$ cat config.mk
export PLATFORM = sky130hd
export DESIGN_NAME = mux_scan_ctrl
export DESIGN_NICKNAME = d
export VERILOG_FILES = /design/src/rtl/mux_scan_pkg.sv /design/src/rtl/mux_scan_pick.sv /design/src/rtl/mux_scan_ctrl.sv
export SDC_FILE = /design/constraint.sdc
export NUM_CORES = 1
export LEC_CHECK = 0
export ABC_AREA = 0
export BUFFER_PORTS_ARGS = -buffer_cell sky130_fd_sc_hd__clkbuf_2
export CORE_MARGIN = 5
export CORE_UTILIZATION = 45
export CTS_BUF_LIST = sky130_fd_sc_hd__clkbuf_4
export DETAILED_ROUTE_END_ITERATION = 10
export PLACE_DENSITY = 0.69
export SLEW_MARGIN = 10
export SYNTH_ARGS = -nofsm -noshare
export SYNTH_HDL_FRONTEND = slang
export SYNTH_SLANG_ARGS = --single-unit
$ cat constraint.sdc
create_clock -name clk -period 2.2 [get_ports clk]
set_input_delay 0.11 -clock clk [delete_from_list [all_inputs] [get_ports clk]]
set_output_delay 0.11 -clock clk [all_outputs]
set_load 0.03 [all_outputs]
$ cat src/rtl/mux_scan_pkg.sv
// Shared types and constants for the mux scan controller.
package mux_scan_pkg;

  localparam int NCH   = 8;
  localparam int SEL_W = 3;

  typedef enum logic [1:0] {
    IDLE = 2'd0,
    SEL  = 2'd1,
    PRES = 2'd2
  } state_t;

  // Index of the lowest set bit; 0 when no bit is set (callers qualify with |m).
  function automatic logic [SEL_W-1:0] lowest_set(input logic [NCH-1:0] m);
    lowest_set = '0;
    for (int i = NCH - 1; i >= 0; i--) begin
      if (m[i]) lowest_set = SEL_W'(i);
    end
  endfunction

endpackage

$ cat src/rtl/mux_scan_pick.sv
// Combinational next-channel search: next enabled channel above cur, plus the lowest enabled one.
module mux_scan_pick
  import mux_scan_pkg::*;
(
  input  logic [NCH-1:0]   mask,
  input  logic [SEL_W-1:0] cur,
  output logic [SEL_W-1:0] nxt,
  output logic             found,
  output logic [SEL_W-1:0] lowest
);

  logic [NCH-1:0] above;

  for (genvar gi = 0; gi < NCH; gi++) begin : g_above
    assign above[gi] = mask[gi] && (gi > int'(cur));
  end

  assign found  = |above;
  assign nxt    = lowest_set(above);
  assign lowest = lowest_set(mask);

endmodule

$ cat src/rtl/mux_scan_ctrl.sv
// Sweeps the select of an external 8:1 mux and streams captured samples with a valid/ready handshake.
// Optional MUX_SCAN_PARITY_EN adds out_par, the XOR of out_data registered alongside it.
module mux_scan_ctrl #(
  parameter int WIDTH = 3,
  parameter int NCH   = 8
) (
  input  logic             clk,
  input  logic             rst_n,
  input  logic             start,
  input  logic             stop,
  input  logic             cont,
  input  logic [NCH-1:0]   ch_mask,
  output logic [2:0]       sel,
  input  logic [WIDTH-1:0] mux_data,
  output logic             out_valid,
  input  logic             out_ready,
  output logic [WIDTH-1:0] out_data,
  output logic [2:0]       out_ch,
  output logic             busy,
  output logic             done
`ifdef MUX_SCAN_PARITY_EN
  ,
  output logic             out_par
`endif
);
  import mux_scan_pkg::*;

  state_t         state_reg;
  logic [NCH-1:0] mask_reg;
  logic           cont_reg;

  logic [SEL_W-1:0] pick_next;
  logic [SEL_W-1:0] pick_lowest;
  logic             pick_found;

  mux_scan_pick u_pick (
    .mask   (mask_reg),
    .cur    (sel),
    .nxt    (pick_next),
    .found  (pick_found),
    .lowest (pick_lowest)
  );

  assign busy = (state_reg != IDLE);

  always_ff @(posedge clk or negedge rst_n) begin
    if (!rst_n) begin
      state_reg <= IDLE;
      mask_reg  <= '0;
      cont_reg  <= 1'b0;
      sel       <= '0;
      out_data  <= '0;
      out_ch    <= '0;
      out_valid <= 1'b0;
      done      <= 1'b0;
    end else begin
      done <= 1'b0;
      case (state_reg)
        IDLE: begin
          if (start && !stop) begin
            mask_reg <= ch_mask;
            cont_reg <= cont;
            if (|ch_mask) begin
              sel       <= lowest_set(ch_mask);
              state_reg <= SEL;
            end else begin
              done <= 1'b1;
            end
          end
        end
        SEL: begin
          if (stop) begin
            out_valid <= 1'b0;
            state_reg <= IDLE;
          end else begin
            out_data  <= mux_data;
            out_ch    <= sel;
            out_valid <= 1'b1;
            state_reg <= PRES;
          end
        end
        PRES: begin
          // stop outranks a simultaneous handshake: the sample is dropped, no done.
          if (stop) begin
            out_valid <= 1'b0;
            state_reg <= IDLE;
          end else if (out_ready) begin
            out_valid <= 1'b0;
            if (pick_found) begin
              sel       <= pick_next;
              state_reg <= SEL;
            end else if (cont_reg) begin
              sel       <= pick_lowest;
              state_reg <= SEL;
            end else begin
              done      <= 1'b1;
              state_reg <= IDLE;
            end
          end
        end
        default: begin
          out_valid <= 1'b0;
          state_reg <= IDLE;
        end
      endcase
    end
  end

`ifdef MUX_SCAN_PARITY_EN
  always_ff @(posedge clk or negedge rst_n) begin
    if (!rst_n) begin
      out_par <= 1'b0;
    end else if (state_reg == SEL && !stop) begin
      out_par <= ^mux_data;
    end
  end
`endif

endmodule
==> impl_metrics.env <==
export IMPL_run_status="finished clean"
export IMPL_synth_area_um2=1220
export IMPL_root_buffer="sky130_fd_sc_hd__clkbuf_4"
export IMPL_finalSetupViolations=0
export IMPL_synth_net_count=133
export IMPL_cpPeakStageDelay_ns=0.57
export IMPL_setup_worst_path_start_class="register"
export IMPL_final_period_minus_worst_setup_slack_ns=1.99
export IMPL_routed_via_count=1003
export IMPL_worstSetupEndpointType="register"
export IMPL_ys_seq_elements=22
export IMPL_fmax_mhz=502
export IMPL_synth_sequential_area_ratio_pct=45.1
export IMPL_tritoncts_num_sinks=22
export IMPL_path_cells="and2b_2 > a21oi_2 > nand2_2 > o41ai_4 > inv_2 > mux2_4"
export IMPL_dieArea_um2=3850
export IMPL_largest_register_ff_count=8
export IMPL_grt_max_degree=23
export IMPL_hold_path_class="input port to register"
export IMPL_routed_via_density=5.60
export IMPL_detailedPlacementHpwl_mm=1.98
export IMPL_cts_clk_slew_worst_paths_ns=0.12
export IMPL_slew_headroom_pct=62.6
export IMPL_totalWireLength_mm=2.57
export IMPL_share_of_final_layout_standard_cells_stronger_than_drive_strength_1_pct=32.9
export IMPL_chipWidth_um=62.1
export IMPL_synth_cell_type_count=40
export IMPL_max_cap_violations=0
export IMPL_critical_path_fanouts_max=12
export IMPL_place_gp_congestion=0.979
export IMPL_timing_critical_path_required_ns=2.40
export IMPL_design_core_area_um2=2540
export IMPL_min_path_cells=2
export IMPL_grt_antenna_before_repair=0
export IMPL_ioPinCount=29
export IMPL_tns_ns=0
export IMPL_area_growth_syn_to_layout_pct=18.3
export IMPL_crit_path_max_delay_cell_type="sky130_fd_sc_hd__dfrtp_1"
export IMPL_grt_overflow_total=0
export IMPL_drc=0
export IMPL_ff_to_ff_path_depth=6
export IMPL_floorplan_initialDensity_pct=47.9
export IMPL_grtUsageTotal_pct=15.7
export IMPL_n_antenna_cell=0
export IMPL_worstHoldStart="mux_data[2]"
export IMPL_global_route_wire_length_before_repair_mm=4.46
export IMPL_worst_r2r_endpoint="sel[2]$_DFFE_PN0P_"
export IMPL_ctsHtreeMaxLevel=1
export IMPL_post_layout_total_power_mw=1.32
export IMPL_drt_first_pass_iters=4
export IMPL_synthTopCellsByArea="sky130_fd_sc_hd__dfrtp_1 (45%), sky130_fd_sc_hd__mux2_1 (9.2%), sky130_fd_sc_hd__nor2_1 (4.0%)"
export IMPL_nets=168
export IMPL_tritoncts_clock_tree="yes"
export IMPL_mean_cell_area_of_the_mapped_netlist_um2=10.5
export IMPL_timing_setup_critical_path_class="register to register"
export IMPL_yosys_area_top_type_share_pct=45.1
export IMPL_yosys_area_top_type="sky130_fd_sc_hd__dfrtp_1"
export IMPL_hold_end="out_data[2]$_DFFE_PN0P_"
export IMPL_unrepaired_setup_endpoints_after_global_routing="no"
export IMPL_drt_iter0_drc=34
export IMPL_timing_max_transition_violations_final=0
export IMPL_route_antenna_remaining_nets=0
export IMPL_wl_per_cell_um=14.3
export IMPL_max_clock_path_buffers=2
export IMPL_clock_latency_ns=0.30
export IMPL_die_h_um=62.1
export IMPL_number_of_hold_violations_in_the_final_report=0
export IMPL_buffer_ports_inserted=28
export IMPL_power_density_cells_nw_per_um2=916
export IMPL_post_route_period_util_pct=90.5
export IMPL_core_rowCount=18
export IMPL_yosys_warnings=0
export IMPL_post_cts_repair_timing_setup_buffer_count=0
export IMPL_first_global_vias=947
export IMPL_tritoncts_num_buffers=3
export IMPL_top_library_cells_by_usage_in_the_layout_fill_and_taps_aside="sky130_fd_sc_hd__clkbuf_2 (28), sky130_fd_sc_hd__dfrtp_1 (22), sky130_fd_sc_hd__nor2_1 (13), sky130_fd_sc_hd__mux2_1 (10), sky130_fd_sc_hd__nand2_1 (8)"
export IMPL_timing_worst_slew_pin_value_ns=0.558
export IMPL_internal_reg_to_reg_setup_slack_ns=0.21
export IMPL_mostFrequentLayoutCell="sky130_fd_sc_hd__clkbuf_2"
export IMPL_power_static_leakage_nw=0.675
export IMPL_worst_endpoint_arrival_ns=2.19
export IMPL_reg2reg_from="sel[2]$_DFFE_PN0P_"
export IMPL_clock_skew_ns=0.00394
export IMPL_postSynthCellCount=116
export IMPL_worst_ir_drop_vdd_mv=0.618
-- how the worst max path moves through the flow --
stage | to | slack, ns | cells after the start | startpoint
CTS | sel[2]$_DFFE_PN0P_ | 0.21 | 6 | sel[2]$_DFFE_PN0P_
global route | sel[1]$_DFFE_PN0P_ | 0.11 | 6 | sel[2]$_DFFE_PN0P_
finish | sel[2]$_DFFE_PN0P_ | 0.21 | 6 | sel[2]$_DFFE_PN0P_
detailed placement | sel[2]$_DFFE_PN0P_ | 0.23 | 6 | sel[2]$_DFFE_PN0P_
global placement | sel[2]$_DFFE_PN0P_ | 0.29 | 6 | sel[2]$_DFFE_PN0P_
floorplan | sel[1]$_DFFE_PN0P_ | 0.27 | 7 | sel[2]$_DFFE_PN0P_
-- timing repair --
action | in CTS | in global routing
hold buffers | 2 | 1
resized for setup | 0 | 0
hold endpoints to repair | 23 | 1
-- critical path: cells and delay by family, from the launching register on --
family	cells	cell delay [ns]
flip-flops	1	0.57
AO/OA/AOI/OAI	2	0.53
AND/OR/NAND/NOR	2	0.38
multiplexers	1	0.30
buffers and inverters	1	0.10
-- cells in the mapped netlist, drive strengths merged --
library cell  number
a21boi             2
a21o               2
o32ai              1
inv                5
nor4b              1
o31a               1
o21ai              9
o21a               4
nor2b              2
a21oi              7
nand2b             4
a32o               1
a211oi             1
nor3b              1
or4                2
buf                1
and2b              1
mux2              15
nand2             10
nor2              13
o41ai              1
nand3              1
o31ai              2
dfrtp             22
or2                1
o311ai             1
clkbuf             1
nor3               1
a31oi              1
o221ai             1
o21bai             1
-- stage by stage --
| stage | area, µm² | hold slack (ns) | setup slack, ns | utilization (%) | cells |
|---|---|---|---|---|---|
| 2_1_floorplan | 1220 | -0.186 | 0.273 | - | 116 |
| 3_5_place_dp | 1390 | 0.128 | 0.232 | 54.6 | 173 |
| 6_report | 1440 | 0.0221 | 0.208 | 56.7 | 179 |
| 4_1_cts | 1430 | 0.0120 | 0.212 | 56.3 | 178 |
| 3_3_place_gp | 1390 | 0.117 | 0.293 | 54.6 | 173 |
| 5_1_grt | 1440 | 0.00536 | 0.115 | 56.7 | 179 |
-- cell type report --
class                      instances  area (µm²)
clock buffer                       3        22.5
multi-input combinational         87         636
fill                             236        1100
inverter                           5        18.8
sequential                        22         551
timing repair buffer              32         178
tap                               30        37.5
-- power by group --
group	internal [mW]	switching, mW
Sequential	0.505	0.114
Combinational	0.209	0.314
Clock	0.0638	0.116
Total	0.778	0.544
-- cells by family (layout without fill, tap and decap cells) --
group / Yosys count / count (layout) / share of synthesized area [%]
AOI/OAI and AO/OA: 35 / 35 / 21.6
muxes: 15 / 15 / 14.5
DFF: 22 / 22 / 45.1
and+or+nand+nor: 37 / 37 / 16.0
buffers and inverters: 7 / 40 / 2.77
-- layer usage --
layer | wire length [µm] | up-vias | GRT usage (%)
li1 | - | 491 | -
met1 | 1210 | 471 | 22.5
met2 | 1140 | 39 | 24.0
met3 | 190 | 2 | 2.69
met4 | 22 | 0 | 5.45
met5 | 0 | - | 0
(Power assumes the default switching activity.)
